### src/rtl/cpu_wb_pkg.sv
// cpu_wb_pkg: shared definitions for the write-back stage.
//   CPU_XLEN, CPU_GREGIDX_WIDTH : datapath and register-index widths
//   F3_*                        : load size/sign funct3 codes
//   wb_state_e                  : write-back FSM state encoding
package cpu_wb_pkg;

    localparam int unsigned CPU_XLEN          = 32;
    localparam int unsigned CPU_GREGIDX_WIDTH = 5;

    localparam logic [2:0] F3_LB  = 3'b000;
    localparam logic [2:0] F3_LH  = 3'b001;
    localparam logic [2:0] F3_LW  = 3'b010;
    localparam logic [2:0] F3_LBU = 3'b100;
    localparam logic [2:0] F3_LHU = 3'b101;

    typedef enum logic [1:0] {
        StIdle,
        StWaitMem,
        StCommit
    } wb_state_e;

endpackage

### src/rtl/cpu_wb_load_ext.sv
// cpu_wb_load_ext: combinational load-data lane select and sign/zero extension.
//   funct3  : load size/sign code
//   addr_lo : low two address bits (byte lane / half lane)
//   rdata   : raw aligned 32-bit memory word
//   data    : extended load result
//   bad     : illegal funct3 or misaligned access
module cpu_wb_load_ext
    import cpu_wb_pkg::*;
#(
    parameter int unsigned XLEN = CPU_XLEN
) (
    input  logic [2:0]      funct3,
    input  logic [1:0]      addr_lo,
    input  logic [XLEN-1:0] rdata,
    output logic [XLEN-1:0] data,
    output logic            bad
);

    logic [7:0]  byte_v;
    logic [15:0] half_v;

    always_comb begin
        byte_v = rdata[{addr_lo, 3'b000} +: 8];
        half_v = addr_lo[1] ? rdata[31:16] : rdata[15:0];
    end

    always_comb begin
        data = '0;
        bad  = 1'b0;
        case (funct3)
            F3_LB:  data = {{(XLEN-8){byte_v[7]}}, byte_v};
            F3_LH: begin
                data = {{(XLEN-16){half_v[15]}}, half_v};
                bad  = addr_lo[0];
            end
            F3_LW: begin
                data = rdata;
                bad  = (addr_lo != 2'b00);
            end
            F3_LBU: data = {{(XLEN-8){1'b0}}, byte_v};
            F3_LHU: begin
                data = {{(XLEN-16){1'b0}}, half_v};
                bad  = addr_lo[0];
            end
            default: bad = 1'b1;
        endcase
    end

endmodule

### src/rtl/cpu_wb.sv
// cpu_wb: write-back stage feeding the general register file write port.
//   clk, reset           : clock (rising edge), asynchronous active-high reset
//   ex_*                 : retired instruction from execute (valid/ready handshake)
//   mem_rvalid/rdata/err : data-memory load response
//   gregs_hold           : register file busy with backup/restore, writes held off
//   flush                : cancel the in-flight instruction
//   rd_wen/rd_idx/rd_dat : register file write port
//   wb_done              : pulse when an instruction retires
//   load_fault           : pulse on load error, timeout, illegal funct3 or misalignment
module cpu_wb
    import cpu_wb_pkg::*;
#(
    parameter int unsigned XLEN          = CPU_XLEN,
    parameter int unsigned GREGIDX_WIDTH = CPU_GREGIDX_WIDTH,
    parameter int unsigned MEM_TIMEOUT   = 16
) (
    input  logic                     clk,
    input  logic                     reset,
    input  logic                     ex_valid,
    output logic                     ex_ready,
    input  logic                     ex_rd_wen,
    input  logic [GREGIDX_WIDTH-1:0] ex_rd_idx,
    input  logic [XLEN-1:0]          ex_result,
    input  logic                     ex_is_load,
    input  logic [2:0]               ex_funct3,
    input  logic [1:0]               ex_addr_lo,
    input  logic                     mem_rvalid,
    input  logic [XLEN-1:0]          mem_rdata,
    input  logic                     mem_err,
    input  logic                     gregs_hold,
    input  logic                     flush,
    output logic                     rd_wen,
    output logic [GREGIDX_WIDTH-1:0] rd_idx,
    output logic [XLEN-1:0]          rd_dat,
    output logic                     wb_done,
    output logic                     load_fault
);

    localparam int unsigned CntW = $clog2(MEM_TIMEOUT);

    wb_state_e                state_q;
    logic                     cap_wen_q;
    logic [GREGIDX_WIDTH-1:0] cap_idx_q;
    logic [XLEN-1:0]          cap_res_q;
    logic [2:0]               cap_f3_q;
    logic [1:0]               cap_lo_q;
    logic                     drop_q;
    logic [CntW-1:0]          cnt_q;

    logic [XLEN-1:0] ext_data;
    logic            ext_bad;
    logic            commit_go;
    logic            accept;
    logic            in_wait;
    logic            drop_now;
    logic            cnt_last;

    cpu_wb_load_ext #(
        .XLEN (XLEN)
    ) u_load_ext (
        .funct3  (cap_f3_q),
        .addr_lo (cap_lo_q),
        .rdata   (mem_rdata),
        .data    (ext_data),
        .bad     (ext_bad)
    );

    always_comb begin
        commit_go = (state_q == StCommit) && !gregs_hold;
        in_wait   = (state_q == StWaitMem);
        ex_ready  = (state_q == StIdle) || commit_go;
        accept    = ex_valid && ex_ready;
        // A flush arriving together with the response cancels it just like an earlier one.
        drop_now  = drop_q || flush;
        cnt_last  = (cnt_q == CntW'(MEM_TIMEOUT - 1));

        rd_idx     = cap_idx_q;
        rd_dat     = cap_res_q;
        rd_wen     = commit_go && !flush && cap_wen_q && (cap_idx_q != '0);
        wb_done    = commit_go;
        load_fault = in_wait && !drop_now &&
                     (mem_rvalid ? (mem_err || ext_bad) : cnt_last);
    end

    always_ff @(posedge clk or posedge reset) begin
        if (reset) begin
            state_q   <= StIdle;
            cap_wen_q <= 1'b0;
            cap_idx_q <= '0;
            cap_res_q <= '0;
            cap_f3_q  <= '0;
            cap_lo_q  <= '0;
            drop_q    <= 1'b0;
            cnt_q     <= '0;
        end else if (accept) begin
            // Acceptance only happens in IDLE or in a COMMIT cycle that retires.
            cap_wen_q <= ex_rd_wen;
            cap_idx_q <= ex_rd_idx;
            cap_res_q <= ex_result;
            cap_f3_q  <= ex_funct3;
            cap_lo_q  <= ex_addr_lo;
            cnt_q     <= '0;
            drop_q    <= 1'b0;
            state_q   <= ex_is_load ? StWaitMem : StCommit;
        end else begin
            case (state_q)
                StIdle: ;
                StWaitMem: begin
                    cnt_q <= cnt_q + CntW'(1);
                    if (flush) begin
                        drop_q <= 1'b1;
                    end
                    if (mem_rvalid) begin
                        drop_q  <= 1'b0;
                        state_q <= StIdle;
                        if (!drop_now && !mem_err && !ext_bad) begin
                            cap_res_q <= ext_data;
                            state_q   <= StCommit;
                        end
                    end else if (cnt_last) begin
                        drop_q  <= 1'b0;
                        state_q <= StIdle;
                    end
                end
                StCommit: begin
                    if (!gregs_hold) begin
                        state_q <= StIdle;
                    end
                end
                default: state_q <= StIdle;
            endcase
        end
    end

endmodule
### config.mk
export PLATFORM = sky130hd
export DESIGN_NAME = cpu_wb
export DESIGN_NICKNAME = d
export VERILOG_FILES = /design/src/rtl/cpu_wb_pkg.sv /design/src/rtl/cpu_wb_load_ext.sv /design/src/rtl/cpu_wb.sv
export SDC_FILE = /design/constraint.sdc
export NUM_CORES = 1
export LEC_CHECK = 0
export ABC_AREA = 0
export BUFFER_PORTS_ARGS = -buffer_cell sky130_fd_sc_hd__buf_2
export CAP_MARGIN = 20
export CORE_ASPECT_RATIO = 0.75
export CORE_MARGIN = 5
export CORE_UTILIZATION = 49
export CTS_BUF_LIST = sky130_fd_sc_hd__clkbuf_8
export CTS_CLUSTER_SIZE = 30
export DETAILED_ROUTE_END_ITERATION = 10
export PLACE_DENSITY_LB_ADDON = 0.08
export SLEW_MARGIN = 40
export SYNTH_ARGS = -nofsm -noshare
export SYNTH_HDL_FRONTEND = slang
export SYNTH_SLANG_ARGS = --single-unit
### constraint.sdc
create_clock -name clk -period 2.4 [get_ports clk]
set_clock_uncertainty 0.1 [all_clocks]
set_input_delay 0.36 -clock clk [delete_from_list [all_inputs] [get_ports clk]]
set_output_delay 0.36 -clock clk [all_outputs]
set_load 0.01 [all_outputs]
---- After elaboration in Yosys (flattened, before gate mapping) ----
Index checks and enable logic that the tools add are counted.
cells by class
  add/subtract/negate cells ............... 1
  equality and inequality tests ........... 10
  shift operators ......................... 1
  muxes and demuxes ....................... 22
  reductions and logical operators ........ 30
operators with widths
  cell                                                    count
  one-hot mux 32 bit (5 select lines)                     1
  2-to-1 mux 32 bit                                       4
  indexed part select 32 x 6 -> 8 bit                     1
  2-to-1 mux 16 bit                                       1
  2-to-1 mux 2 bit                                        6
  logical AND 1 bit                                       9
  2-to-1 mux 4 bit                                        2
  nonzero test 2 bit                                      4
  equality test 3 bit (second input constant)             2
  2-to-1 mux 1 bit                                        6
  one-hot mux 2 bit (3 select lines)                      1
  AND reduction 3 bit                                     2
  zero test 1 bit                                         5
  nonzero test 5 bit                                      1
  adder 4 x 1 -> 4 bit (second input constant)            1
  equality test 4 bit (second input constant)             1
  inequality test 4 x 3 -> 1 bit (second input constant)  1
  nonzero test 4 bit                                      1
  OR reduction 2 bit                                      2
  equality test 3 x 1 -> 1 bit (second input constant)    1
  equality test 3 x 2 -> 1 bit (second input constant)    1
  zero test 3 bit                                         1
  logical OR 1 bit                                        3
  inequality test 3 bit (second input constant)           1
  6 further kinds                                         6
storage, ports and cells
  register bits ........................... 50
  input port bits ......................... 83
  logic and storage cells ................. 72

---- Logic depth before layout (Yosys ltp) ----
Gate-level depths: netlist of run 1.
  depth after elaboration ................. 9
  gate-level depth with buffers ........... 8
  gate-level depth less buffers ........... 5

---- Cells and area by module ----
A second synthesis of run 1 with hierarchy kept.
second synthesis, totals
  cells, all modules ...................... 369
  area total of the unflattened synthesis .. 3290.7 µm²
by module, submodules not included
  module           instances  cells an instance  area each (µm²)  seq. area each (µm²)
  cpu_wb           1          251                2462.4           1251.2
  cpu_wb_load_ext  1          118                828.3            0.0

---- Worst setup path before layout of run 1 ----
Ideal clock, no wire load.
  kind .................................... reg2reg
  from .................................... reg cap_f3_q[0]
  to ...................................... reg cap_res_q[19], in the netlist rd_dat[19]
  data arrival time ....................... 1.632 ns
  required time ........................... 2.174 ns
  path slack .............................. 0.542 ns
  cell stages (with the launch flop) ...... 7
  buffers on the path ..................... 2
  cells stage by stage .................... dfrtp_1 buf_2 nor4_1 o211a_1 nor2_1 buf_2 a221o_1
on the way
  longest elaborated chain between the ends .. 7
ends and longest elaborated chain
  item                                                        line                   RTL
  from (decl)                                                 cpu_wb.sv:45           logic [2:0] cap_f3_q;
  from (signal assigned)                                      cpu_wb.sv:100          cap_f3_q <= ex_funct3;
  equality test 3 x 1 -> 1 bit, or another cell as far along  cpu_wb_load_ext.sv:30  case (funct3)
  OR reduction 2 bit (no source line)                         --
  one-hot mux 1 bit (3 select lines)                          cpu_wb_load_ext.sv:30
  zero test 1 bit                                             cpu_wb.sv:116          if (!drop_now && !mem_err && !ext_bad) begin
  logical AND 1 bit                                           cpu_wb.sv:116
  nonzero test 2 bit (no source line)                         --
  AND reduction 3 bit (no source line)                        --
  to (signal assigned)                                        cpu_wb.sv:99           cap_res_q <= ex_result;
  to (signal assigned)                                        cpu_wb.sv:117          cap_res_q <= ext_data;
  to (decl)                                                   cpu_wb.sv:44           logic [XLEN-1:0] cap_res_q;
Several ways; a longest one is shown, not always the timed one. The select of a mux whose other input is x is not followed.
A chain may end at the register's enable or synchronous reset.

---- Final worst setup path of run 1 ----
  from .................................... reg cap_f3_q[0]
  to ...................................... out load_fault
on the way
  longest elaborated chain between the ends .. 6
ends and longest elaborated chain
  item                                                        line                   RTL
  equality test 3 x 1 -> 1 bit, or another cell as far along  cpu_wb_load_ext.sv:30
  OR reduction 2 bit (no source line)                         --
  one-hot mux 1 bit (3 select lines) (*)                      cpu_wb_load_ext.sv:30
  logical OR 1 bit (*)                                        cpu_wb.sv:82           (mem_rvalid ? (mem_err || ext_bad) : cnt_last);
  2-to-1 mux 1 bit (*)                                        cpu_wb.sv:82
  logical AND 1 bit (*)                                       cpu_wb.sv:81           load_fault = in_wait && !drop_now &&
  to (decl)                                                   cpu_wb.sv:36           output logic load_fault
Mark *: on every way between the ends. The rest lies on a longest branch, timed or not.

==> flow_metrics.tcl, run 1 <==
set metrics [dict create \
    hold_class "primary input to asynchronous set/reset pin" \
    vias_per_cell 5.632 \
    worstSetupStartpointType "flip-flop" \
    num_rows 23 \
    maxSlewViolCount 0 \
    synth-seq-cells 50 \
    clk_transition_reported_paths_ns 0.09 \
    grt_pass1_wl_um 13370 \
    violations "negative hold slack" \
    synth_area_leaders "dfrtp_1 (45%), nand2_1 (8.1%), a221o_1 (5.4%)" \
    crit_path_end_kind "primary output" \
    required_ns 1.94 \
    ant_nets 0 \
    fmax_mhz 448.2 \
    final_nets 502 \
    wl_per_cell_um 17.19 \
    dr_total_vias 2771 \
    outcome "finished with violations" \
    synth_top_cell_area_share 0.4511 \
    antenna_found_initial 0 \
    cts_tree "done" \
    core-area_um2 5410 \
    cts-resized-gates 0 \
    ys_async_sr_fraction 1.000 \
    io_buffers 123 \
    gp_congestion 0.9125 \
    finalCritPeriodShare 0.9297 \
    die_y_um 75.16 \
    antenna_cells 0 \
    hold_viol 22 \
    drive_gt1_frac 0.4005 \
    drtIter0Drc 234 \
    area_growth_pct 28.55 \
    clk_latency_ns 0.30 \
    grt_usage 0.2303 \
    synth_warnings 0 \
    powerDensity_nw_per_um2 718.9 \
    setup_tns_ns 0 \
    irDropWorstVdd_mv 0.3405 \
    path_buf_inv 1 \
    grt_max_degree 51 \
    ys_top_cells_by_count "nand2_1 (60), dfrtp_1 (50), a21oi_1 (17)" \
    syn_area_per_cell_um2 9.308 \
    setup_violations 0 \
    cp_slowest_cell "nor4_1" \
    relSlewSlack 0.4981 \
    clock_sinks 50 \
    postCtsHoldBufs 0 \
    tightest_slew_ns 0.7513 \
    p_leak_nw 1.739 \
    r2r_slack_ns 0.31 \
    io_pins 124 \
    synth_edf_count 0 \
    syn_area_um2 2774 \
    rr_worst_depth 5 \
    start_util 0.5127 \
    synth.largest_area_cell "dfrtp_1" \
    totalWireLength_um 8456 \
    rsz0062_at_grt "false" \
    finalHoldWorstSlack_ns -0.006293 \
    cts_buffers 5 \
    path_cells "nor4_1, o21ai_0, o211a_1, buf_2" \
    netlist_instances 298 \
    max-cap-violations 0 \
    dp_hpwl_um 6475 \
    yosysMostFrequentCell "nand2_1" \
    fillers 493 \
    yosysSeqAreaShare 0.4511 \
    crit-reg2reg-capture "rd_dat[25]$_DFFE_PP0P_" \
    regArea_um2 1251 \
    clock-root-buffer "clkbuf_8" \
    clockBufferDepth 2 \
    path_delay_family "simple AND/OR/NAND/NOR gates" \
    first_global_vias 2584 \
    cts_max_level 2 \
    cpPeakStageDelay_ns 0.52 \
    synth_flop_cell "dfrtp_1" \
    first_pass_iters 7 \
    fin_area_um2 3566 \
    drc_errors 0 \
    cp.arrival_ns 1.77 \
    post_dp_cell_area_um2 3483 \
    post-route-min-period_ns 2.231 \
    multi_input_area_um2 1398 \
    crit_fanout 13 \
    synth_cell_types 45 \
    post_cts_buffers 0 \
    gr-total-overflow 0 \
    synth_nets 382 \
    r2r_start "cap_f3_q[0]$_DFFE_PP0P_" \
    final_core_util 0.6591 \
    crit_type "flip-flop to primary output" \
    die_w_um 96.88 \
    die_area_um2 7282 \
]
layout make-up:
| cell class | count | area share |
|---|---|---|
| multi-input combinational | 221 | 0.3919 |
| clock buffer | 6 | 0.02316 |
| sequential | 50 | 0.3509 |
| timing repair buffer | 136 | 0.2035 |
| tap | 75 | 0.02632 |
| inverter | 4 | 0.004211 |
worst max path at each step:
stage	start	to	slack, ns	cells after the start
2_1_floorplan	cap_f3_q[0]$_DFFE_PP0P_	rd_dat[19]$_DFFE_PP0P_	0.54	6
3_3_place_gp	cap_f3_q[1]$_DFFE_PP0P_	rd_dat[28]$_DFFE_PP0P_	0.40	5
3_5_place_dp	cap_f3_q[0]$_DFFE_PP0P_	rd_dat[16]$_DFFE_PP0P_	0.33	5
4_1_cts	cap_f3_q[0]$_DFFE_PP0P_	load_fault	0.17	4
5_1_grt	cap_f3_q[0]$_DFFE_PP0P_	load_fault	0.0009	4
6_report	cap_f3_q[0]$_DFFE_PP0P_	load_fault	0.17	4
where the power goes:
part           total [mW]  switching, mW  internal, mW
Clock               0.495          0.271         0.223
Combinational       0.930          0.505         0.425
Sequential           1.14          0.137          1.00
worst reg2reg max path, cell delays in order (launching register included):
cell	delay [ns]
dfrtp_1	0.51
nor4_1	0.52
o211a_1	0.25
nor2_1	0.05
buf_4	0.22
a221o_1	0.32
cells by family after synthesis:
group / Yosys count / synth area share
compound gates: 103 / 0.2738
xor+xnor: 3 / 0.009474
fa+ha+maj: 1 / 0.004510
buf+inv: 27 / 0.04736
flops: 50 / 0.4511
mux: 10 / 0.04285
simple gates: 104 / 0.1710
sequential cells by signal, indices dropped and copies added, names as in the netlist:
signal	count
rd_idx	5
state_q	2
rd_dat	32
cap_wen_q	1
cap_f3_q	3
cnt_q	4
cap_lo_q	2
drop_q	1
placed cells by master (no fill, tap or decap), types with 3 or more instances in the layout:
cell type / n
a21oi_1: 17
xor2_1: 3
a21oi_2: 10
a221o_1: 15
o22ai_1: 6
a222oi_1: 7
nor2_1: 13
a21boi_0: 3
nor3_1: 4
nand3_1: 3
buf_4: 12
and3_1: 3
nor2b_1: 6
clkbuf_8: 6
o21ai_1: 7
nand2b_1: 3
nand2_1: 60
o21ai_0: 16
a32o_1: 5
mux2_2: 7
a22oi_1: 8
buf_2: 123
dfrtp_1: 50
metrics by stage:
step / setup slack (ns) / power (mW) / hold WS (ns) / cells
5_1_grt: 0.0008649 / 2.721 / 0.01880 / 492
2_1_floorplan: 0.5423 / 1.729 / 0.3461 / 298
6_report: 0.1686 / 2.564 / -0.006293 / 492
4_1_cts: 0.1668 / 2.570 / 0.003736 / 492
3_3_place_gp: 0.4022 / 2.074 / 0.3238 / 486
3_5_place_dp: 0.3271 / 2.079 / 0.3283 / 486
metal layers:
metal  wire length [µm]  track usage  vias to the layer above
met5                  0            0                        -
met2               3523       0.3372                      116
met3                647      0.05463                       10
met1               4198       0.3450                     1311
met4                 87      0.05763                        0
li1                   -            -                     1334
Power figures use the tool's default switching activity.
==> inputs of run 2 (changes only) <==
==> constraint.sdc (replaced) <==
create_clock -name clk -period 2.4 [get_ports clk]
set_clock_uncertainty 0.1 [all_clocks]
set_input_delay 0.72 -clock clk [delete_from_list [all_inputs] [get_ports clk]]
set_output_delay 0.72 -clock clk [all_outputs]
set_load 0.01 [all_outputs]
==> run 2 against run 1 <==
Global-route usage rose by 0.31 points; design area rose by 1.5%; sequential share of layout area fell by 0.46 points; largest power group unchanged; critical endpoint unchanged; sequential power barely moved; flip-flop and latch count did not move; final cell count rose by 0.81%; the flow now finishes without violations; worst setup slack got worse by 0.087 ns; fmax fell by 3.8%.
==> flow_metrics.tcl, run 2 (same netlist as run 1, synthesis figures left out) <==
set metrics [dict create \
    gp_congestion 0.8791 \
    wl_per_cell_um 16.89 \
    die_w_um 96.88 \
    num_rows 23 \
    first_global_vias 2720 \
    max-cap-violations 0 \
    postCtsHoldBufs 0 \
    combPwrFrac 0.373 \
    largest_reg_flops 32 \
    powerDensity_nw_per_um2 717.6 \
    path_buf_inv 2 \
    hold_viol 0 \
    ant_nets 0 \
    relSlewSlack 0.4648 \
    p_int_mw 1.676 \
    outcome "complete, no violations" \
    fillers 513 \
    clkPwrFrac 0.192 \
    grt_use_met2 0.3517 \
    worstSetupStartpointType "flip-flop" \
    cp_num_cells 5 \
    final_nets 504 \
    rr_worst_depth 6 \
    maxSlewViolCount 0 \
    setup_violations 0 \
    tightest_slew_ns 0.8010 \
    final_common_cell "buf_2" \
    finalCritPeriodShare 0.9661 \
    io_pins 124 \
    drive_gt1_frac 0.4133 \
    drc_errors 0 \
    fmax_mhz 431.3 \
    place_inst 487 \
    io_buffers 123 \
    path_cells "nor4_4, buf_4, o21ai_0, o211a_1, buf_2" \
    totalWireLength_um 8376 \
    dp_hpwl_um 6509 \
    grt_max_degree 31 \
    path_delay_family "flip-flops" \
    rsz0062_at_grt "true" \
    cp_slowest_cell "dfrtp_2" \
    die_y_um 75.16 \
    core-area_um2 5410 \
    antenna_found_initial 0 \
    gr-total-overflow 0 \
    hold_class "primary input to asynchronous set/reset pin" \
    crit_fanout 8 \
    crit_path_end_kind "primary output" \
    area_growth_pct 30.54 \
    die_area_um2 7282 \
    cts_max_level 2 \
    crit_type "flip-flop to primary output" \
    required_ns 1.58 \
    swShare 0.3551 \
    clk_transition_reported_paths_ns 0.09 \
    multi_input_area_um2 1426 \
    final_cells 496 \
    cp.arrival_ns 1.50 \
    vias_per_cell 5.728 \
    cts_buffers 5 \
    regArea_um2 1254 \
    clockBufferDepth 2 \
    grt_usage 0.2335 \
    setup_tns_ns 0 \
    total_power_mw 2.598 \
    antenna_cells 0 \
    cpPeakStageDelay_ns 0.50 \
    clock_sinks 50 \
    grt_pass1_wl_um 13540 \
    p_leak_nw 1.763 \
    first_pass_iters 7 \
    met1_usage 0.3427 \
    clk_latency_ns 0.30 \
    mostFrequentLayoutCells "buf_2 (123), nand2_1 (60), dfrtp_1 (48)" \
    grt_busiest_layer "met2" \
    cts_tree "done" \
    post-route-min-period_ns 2.319 \
    clock-root-buffer "clkbuf_8" \
    finalHoldWorstSlack_ns 0.3611 \
    start_util 0.5127 \
    p_seq_frac 0.435 \
    grt_use_met3 0.05000 \
    irDropWorstVdd_mv 0.3953 \
    switchingPower_mw 0.9227 \
    drtIter0Drc 268 \
    dr_total_vias 2841 \
]
## run 2: cell types whose count changed in the layout (fill, tap and decap cells not counted)
cell      before  now
buf_4         12   14
clkinv_2       0    1
dfrtp_1       50   48
dfrtp_2        0    2
inv_1          2    3
nor3b_1        2    1
nor3b_2        1    2
nor4_1         1    0
nor4_4         0    1
nor4b_2        1    0
nor4b_4        0    1
## run 2: per-layer routing
layer	routed length, µm	up-vias
met5	0	-
met4	119	0
met3	702	11
met2	3692	145
met1	3861	1347
li1	-	1338
## run 2: worst paths after layout
kind | slack (ns) | start | end
max | 0.08 | cap_lo_q[1]$_DFFE_PP0P_ | load_fault
max in group asynchronous | 1.28 | reset | cap_lo_q[1]$_DFFE_PP0P_
max reg2reg | 0.27 | cap_f3_q[0]$_DFFE_PP0P_ | rd_dat[5]$_DFFE_PP0P_
min | 0.36 | reset | rd_dat[26]$_DFFE_PP0P_
min reg2reg | 0.40 | cap_wen_q$_DFFE_PP0P_ | cap_wen_q$_DFFE_PP0P_
min in group clk | 0.40 | cap_wen_q$_DFFE_PP0P_ | cap_wen_q$_DFFE_PP0P_
## run 2: repair_timing
action                     in CTS  in global routing
setup endpoints to repair       0                  2
resized for setup               0                  6
buffers inserted                0                  1
## run 2: layout make-up
type	instances	area share
inverter	4	0.004147
clock buffer	6	0.02281
timing repair buffer	138	0.2046
multi-input combinational	221	0.3939
sequential	50	0.3462
clock inverter	2	0.002419
tap	75	0.02592
## run 2: stage by stage
| step | utilization | cell area (µm²) | setup slack [ns] |
|---|---|---|---|
| after floorplan | - | 2774 | 0.1567 |
| after global placement | 0.6452 | 3491 | 0.08221 |
| after detailed placement | 0.6452 | 3491 | 0.06246 |
| after CTS | 0.6621 | 3582 | 0.01974 |
| after global routing | 0.6693 | 3621 | -0.03993 |
| final | 0.6693 | 3621 | 0.08146 |
## run 2: power groups by stage
stage,Combinational (mW),Clock (mW),Sequential (mW)
final,0.969,0.499,1.13
after global routing,1.07,0.543,1.16
after CTS,0.954,0.508,1.12
after detailed placement,0.947,0,1.14
after global placement,0.933,0,1.14
after floorplan,0.553,0,1.18
==> inputs of run 3 (changes only) <==
CORE_ASPECT_RATIO = 1.2   (was 0.75)
GPL_ROUTABILITY_DRIVEN = 0   (was default)
==> run 3 against run 2 <==
Final cell count down 2.6%; worst hold slack better by 0.027 ns; sequential power about the same; power grew 1.0%; routed wire length decreased by 1.5%; critical path type unchanged; critical endpoint unchanged; largest power group unchanged; highest routed layer is now met5.
==> flow_metrics.tcl, run 3 (same netlist as run 1, synthesis figures left out) <==
set metrics [dict create \
    outcome "complete, no violations" \
    p_leak_nw 1.762 \
    final.setup.worst_slack_ns 0.1025 \
    grt_max_degree 53 \
    wl_per_cell_um 17.08 \
    relSlewSlack 0.5715 \
    die_area_um2 7272 \
    path_delay_family "flip-flops" \
    rr_worst_depth 6 \
    dp_hpwl_um 6290 \
    crit_type "flip-flop to primary output" \
    irDropWorstVdd_mv 0.3951 \
    path_buf_inv 2 \
    powerDensity_nw_per_um2 722.1 \
    io_buffers 123 \
    postCtsHoldBufs 0 \
    cp_slowest_cell "dfrtp_2" \
    ant_nets 0 \
    cts_buffers 5 \
    clock_sinks 50 \
    clockBufferDepth 2 \
    mostFrequentLayoutCells "buf_2 (123), nand2_1 (60), dfrtp_1 (47)" \
    antenna_found_initial 1 \
    place_inst 475 \
    pre_cts_slack_ns 0.02007 \
    die_y_um 92.42 \
    hold_class "primary input to asynchronous set/reset pin" \
    start_util 0.4960 \
    totalWireLength_um 8252 \
    die_w_um 78.69 \
    clk_latency_ns 0.31 \
    maxSlewViolCount 0 \
    gr-total-overflow 0 \
    core-area_um2 5593 \
    clock-root-buffer "clkbuf_8" \
    crit_fanout 18 \
    hold_viol 0 \
    final_core_util 0.6499 \
    clk_transition_reported_paths_ns 0.09 \
    grt_usage 0.2266 \
    cts_max_level 2 \
    total_power_mw 2.625 \
    largest_reg_flops 32 \
    fin_area_um2 3635 \
    fmax_mhz 435.3 \
    rsz0062_at_grt "false" \
    final_nets 502 \
    post-route-min-period_ns 2.298 \
    post_cts_buffers 0 \
    grt_pass1_wl_um 13140 \
    cpPeakStageDelay_ns 0.44 \
    path_cells "buf_8, a21oi_4, o21ai_0, o211a_1, buf_2" \
    cts_tree "done" \
    tightest_slew_ns 0.6418 \
    num_rows 30 \
    crit_path_end_kind "primary output" \
    post_dp_cell_area_um2 3482 \
    max-cap-violations 0 \
    required_ns 1.58 \
    first_pass_iters 5 \
    cp.arrival_ns 1.48 \
    antenna_cells 0 \
    dr_total_vias 2785 \
    area_growth_pct 31.03 \
    setup_violations 0 \
    setup_tns_ns 0 \
    finalCritPeriodShare 0.9573 \
    drc_errors 0 \
    drive_gt1_frac 0.4200 \
    worstSetupStartpointType "flip-flop" \
    final_cells 483 \
    vias_per_cell 5.766 \
    drtIter0Drc 155 \
    fillers 520 \
    finalHoldWorstSlack_ns 0.3879 \
    final_common_cell "buf_2" \
    first_global_vias 2745 \
    io_pins 124 \
    cp_num_cells 5 \
]
-- run 3: worst reg2reg max path: cells and delay by family, from the launching register on --
kind | cells | cell delay (ns)
flip-flops | 1 | 0.44
AO/OA/AOI/OAI | 2 | 0.61
buffers and inverters | 1 | 0.17
AND/OR/NAND/NOR | 3 | 0.72
-- run 3: repair_timing --
item                                   4_1_cts  5_1_grt
pin swaps                                    0        0
endpoints found under the hold margin        0        0
setup endpoints to repair                    1        2
cloned                                       0        0
gates resized for setup                      2        9
-- run 3: metal layers --
layer	vias up	wire length [µm]	GRT usage	part of all wire
met3	18	566	0.04961	0.069
met4	2	187	0.07580	0.023
met2	113	4219	0.3987	0.51
met5	-	11	0	0.0013
li1	1343	-	-	-
met1	1309	3267	0.2711	0.40
-- run 3: final cells by class --
cell class,instances,area (µm²),share of cell area
Timing Repair Buffer,136,745.7,0.2052
Clock inverter,2,8.758,0.002410
Clock buffer,6,82.58,0.02272
Sequential cell,50,1255,0.3453
Inverter,4,15.01,0.004131
Multi-Input combinational cell,221,1448,0.3983
Tap cell,64,80.08,0.02203
-- run 3: power by group --
part / switching [mW] / total [mW] / internal (mW)
sequential: 0.123 / 1.13 / 1.00
combinational: 0.533 / 0.985 / 0.451
clock: 0.284 / 0.513 / 0.229
-- run 3: final timing paths --
check | slack (ns) | to | start
worst max-delay path | 0.10 | load_fault | cap_f3_q[0]$_DFFE_PP0P_
worst min-delay path | 0.39 | rd_dat[5]$_DFFE_PP0P_ | reset
worst max register to register | 0.25 | rd_dat[5]$_DFFE_PP0P_ | cap_f3_q[0]$_DFFE_PP0P_
worst min register to register | 0.40 | cap_wen_q$_DFFE_PP0P_ | cap_wen_q$_DFFE_PP0P_
max in group asynchronous | 1.23 | cap_f3_q[1]$_DFFE_PP0P_ | reset
min in group clk | 0.40 | cap_wen_q$_DFFE_PP0P_ | cap_wen_q$_DFFE_PP0P_
